<file path="config.mk">
export PLATFORM = sky130hd
export DESIGN_NAME = fetch_predict
export DESIGN_NICKNAME = d
export VERILOG_FILES = /design/src/rtl/fetch_predict.sv
export SDC_FILE = /design/constraint.sdc
export NUM_CORES = 1
export LEC_CHECK = 0
export CORE_UTILIZATION = 40
export DETAILED_ROUTE_END_ITERATION = 10
export GPL_TIMING_DRIVEN = 0
export HOLD_SLACK_MARGIN = 0.1
export PLACE_DENSITY = 0.66
export SETUP_SLACK_MARGIN = 0.02
export SLEW_MARGIN = 10
export SYNTH_ARGS = -nofsm -noshare
export SYNTH_HDL_FRONTEND = slang
export SYNTH_SLANG_ARGS = --single-unit
</file>
<file path="constraint.sdc">
create_clock -name clk -period 3.3 [get_ports clk]
set_input_delay 0.825 -clock clk [delete_from_list [all_inputs] [get_ports clk]]
set_output_delay 0.825 -clock clk [all_outputs]
set_load 0.02 [all_outputs]
</file>
<file path="src/rtl/fetch_predict.sv">
// Instruction fetch stage with static JAL prediction and a 2-bit BHT for
// conditional branches, feeding a stallable / flushable IF/ID register.
module fetch_predict #(
    parameter logic [31:0] RESET_PC = 32'h0000_0000,
    parameter int          BHT_IDX  = 4
) (
    input  logic        clk,
    input  logic        rst,
    output logic [31:0] pc,
    input  logic [31:0] instr,
    input  logic        s_IFID,
    input  logic        b_IFID,
    input  logic        redirect_valid,
    input  logic [31:0] redirect_pc,
    input  logic        upd_valid,
    input  logic [31:0] upd_pc,
    input  logic        upd_taken,
    output logic [31:0] pcs2,
    output logic [31:0] instrs2,
    output logic        preds2,
    output logic        valids2
);

    localparam int          BHT_N = 1 << BHT_IDX;
    localparam logic [31:0] NOP   = 32'h0000_0013;

    logic [1:0]         bht [BHT_N];
    logic               is_jal, is_br;
    logic [31:0]        j_imm, b_imm;
    logic [BHT_IDX-1:0] rd_idx, up_idx;
    logic [1:0]         rd_ctr;
    logic [31:0]        next_pc;
    logic               pred;
    logic               unused_upd_bits;

    assign unused_upd_bits = ^{upd_pc[31:BHT_IDX+2], upd_pc[1:0]};

    assign is_jal = (instr[6:0] == 7'b1101111);
    assign is_br  = (instr[6:0] == 7'b1100011);
    assign j_imm  = {{12{instr[31]}}, instr[19:12], instr[20], instr[30:21], 1'b0};
    assign b_imm  = {{20{instr[31]}}, instr[7], instr[30:25], instr[11:8], 1'b0};
    assign rd_idx = pc[BHT_IDX+1:2];
    assign up_idx = upd_pc[BHT_IDX+1:2];
    // Read happens before this edge's write, so a colliding update is not seen.
    assign rd_ctr = bht[rd_idx];

    always_comb begin
        next_pc = pc + 32'd4;
        pred    = 1'b0;
        if (is_jal) begin
            next_pc = pc + j_imm;
            pred    = 1'b1;
        end else if (is_br && rd_ctr[1]) begin
            next_pc = pc + b_imm;
            pred    = 1'b1;
        end
    end

    always_ff @(posedge clk) begin
        if (rst) begin
            pc      <= RESET_PC;
            pcs2    <= 32'd0;
            instrs2 <= NOP;
            preds2  <= 1'b0;
            valids2 <= 1'b0;
        end else begin
            if (redirect_valid)
                pc <= redirect_pc;
            else if (s_IFID)
                pc <= next_pc;

            if (b_IFID) begin
                pcs2    <= 32'd0;
                instrs2 <= NOP;
                preds2  <= 1'b0;
                valids2 <= 1'b0;
            end else if (s_IFID) begin
                pcs2    <= pc;
                instrs2 <= instr;
                preds2  <= pred;
                valids2 <= 1'b1;
            end
        end
    end

    // Training is decoupled from pipeline control; only reset suppresses it.
    always_ff @(posedge clk) begin
        if (rst) begin
            for (int i = 0; i < BHT_N; i++)
                bht[i] <= 2'b01;
        end else if (upd_valid) begin
            if (upd_taken && bht[up_idx] != 2'b11)
                bht[up_idx] <= bht[up_idx] + 2'b01;
            else if (!upd_taken && bht[up_idx] != 2'b00)
                bht[up_idx] <= bht[up_idx] - 2'b01;
        end
    end

endmodule

</file>
==> qor.yml <==
cap_violations: 0
vias: 9822
routedWlPerCell_um: 22.8
dr.pass1.iters: 6
slew_headroom_pct: 21.5
antenna_found_initial: 0
synth_edf_count: 32
synth.distinct_cells: 73
critPathArrivalTime_ns: 3.60
syn_avg_cell_area_sq_um: 8.34
rsz0062_at_grt: "yes"
dp_slack_ns: -1.52
synth_seq_cells: 134
hold_class: "reg -> reg"
synthTopCellsByArea: "dfxtp_1 22%, edfxtp_1 10%, mux2i_1 8.2%"
yosysMostFrequentCell: "nor2_1"
synth_cells: 1117
via_per_inst: 6.06
ys_warn_count: 0
post-route-util_pct: 55.6
placed_area_sq_um: 11400
drc: 0
drt-total-wl_um: 37000
crit_fanout: 8
numCtsBuffers: 17
ys_top_cells_by_count: "151 x nor2_1, 102 x dfxtp_1, 100 x nand2_1"
syn-num-nets: 1266
place.gp.congestion: 1.01
critical_path.startpoint_type: "register"
start_util_pct: 41.0
grt.overflow.total: 0
drive_gt1_share_pct: 12.7
hpwl_um: 26500
root_buffer: "clkbuf_16"
io_buffers: 169
drt_iter0_markers: 1109
cp_slowest_cell: "dfxtp_1"
clk_latency_ns: 0.44
fin_area_sq_um: 12600
dieArea_sq_um: 23900
hold_viol_final: 0
areaGrowthSynthToFinish_pct: 35.5
ff2ff_path_depth: 11
grt_pass1_vias: 9452
nNetsFinal: 1471
grt_start_max_net_pins: 22
yosysSeqAreaShare_pct: 32.2
num_rows: 55
crit_chain: "inv_1 -> fa_2 -> nor2b_4 -> o31ai_4 -> a21oi_2 -> o2111ai_2 -> a31oi_4 -> a21o_1 -> nand3_1 -> a2111oi_1 -> nor3_1"
cts_tree: "built"
timing.final.ws_setup_ns: 0.0137
fp.dieH_um: 155
finClkSkew_ns: 0.00996
min_period_over_period_pct: 99.6
core_sq_um: 22700
worst_pin_slew_ns: 1.17
ys.flop_type: "dfxtp_1"
n_antenna_cell: 0
fmax_ghz: 0.304
h-tree-depth: 4
io_pins: 201
run_status: "finished, final reports clean"
clock_path_buffers: 2
antenna_left: 0
cp.required_ns: 3.62
finalCriticalPeriod_ns: 3.29
synth_area_leader_cell: "dfxtp_1"
finalMaxSlewViolations: 0
setup_viol_count_final: 0
min_path_cells: 2
grt_pass1_wl_um: 55600
grt_use_total_pct: 30.8
power_per_cell_area_nw_per_um2: 412
path_class: "reg -> reg"
hold_buffers: 0
netlist_area_sq_um: 9320
clkTransAtPathRegs_ns: 0.07
worst_setup_path_end_kind: "register"
synth-async-reset-ratio_pct: 0
leakage_nw: 4.86
die_w_um: 155
cts.sinks: 134
yosys.area.top_type_share_pct: 21.9
ir_drop_mv: 0.312
cp_slowest_stage_delay_ns: 0.62
hold_ws_ns: 0.470
[registers in the layout, indices dropped and copies added (netlist names), named ones only]
| name | count |
|---|---|
| pc | 32 |
| valids2 | 1 |
| pcs2 | 32 |
| preds2 | 1 |
| bht | 32 |
| instrs2 | 32 |
[worst max-delay path, delay by kind of cell, from the launching register on]
family	cells	cell delay, ns
AND/OR/NAND/NOR	3	0.39
flip-flops	1	0.62
buffers and inverters	1	0.25
AO/OA/AOI/OAI	6	1.43
adder cells (fa/ha/maj)	1	0.46
[per-stage QoR]
step / setup TNS, ns / power [W] / std cells
final: 0 / 0.00519 / 1620
after global routing: -0.0613 / 0.00538 / 1620
after detailed placement: -64.93 / 0.00305 / 1572
after CTS: 0 / 0.00511 / 1615
after global placement: -63.68 / 0.00305 / 1571
after floorplan: 0 / 0.00260 / 1117
[what timing repair did]
item,CTS,global route
resized for setup,67,57
setup buffers,13,5
pin swaps,10,22
endpoints found under the setup margin,45,43
gates cloned,0,0
[power by group]
part / internal, W / total, W / leakage (nW) / switching [W]
sequential: 0.00174 / 0.00184 / 1.11 / 0.0000961
clock: 0.00112 / 0.00201 / 0.297 / 0.000892
combinational: 0.000579 / 0.00135 / 3.45 / 0.000769
total: 0.00344 / 0.00519 / 4.86 / 0.00176
[cell usage in the layout (no fill, tap or decap), types with 16 or more instances in the layout]
cell type / n
nand4_1: 23
xnor2_1: 34
clkbuf_16: 18
nand2_1: 98
clkbuf_1: 37
o21ai_0: 55
and3_1: 19
dfxtp_1: 101
ha_1: 33
nor2b_1: 16
a21oi_1: 63
inv_1: 23
edfxtp_1: 32
a21o_1: 16
mux2i_1: 76
nor3_1: 26
nand3_1: 35
buf_4: 23
clkdlybuf4s50_1: 160
nor2_1: 149
[cell type report]
type                    instances  area, sq um
well taps                     285          357
multi-input cells             894         6410
clock inverters                14          156
clock buffers                  18          450
inverters                      24         90.1
flip-flops and latches        134         3000
plain buffers                  63          314
repair buffers                188         1840
fillers                      2143        10100
[kinds of logic (layout without fill, tap and decap cells)]
family	Yosys count	count (layout)	synth area share, %
and+or+nand+nor	426	426	21.6
xor gates and xnor gates	48	48	4.51
DFF	134	134	32.2
AOI/OAI and AO/OA	282	282	19.7
muxes	92	92	11.5
buffers and inverters	89	307	4.07
adders and majority gates	46	46	6.34
[worst paths after layout]
| kind | from | to | slack (ns) |
|---|---|---|---|
| hold / removal | valids2 | valids2 | 0.47 |
| setup / recovery | pc[2] | pc[31] | 0.01 |
| setup reg to reg | pc[2] | pc[31] | 0.01 |
| hold reg to reg | valids2 | valids2 | 0.47 |
[per-layer routing]
metal,up-vias,share of wire (%),global-route usage [%]
met4,0,3.9,13.1
met3,109,9.0,6.11
li1,4534,-,-
met5,-,0,0
met1,4670,44,42.0
met2,509,44,47.3
(Power assumes the default switching activity.)
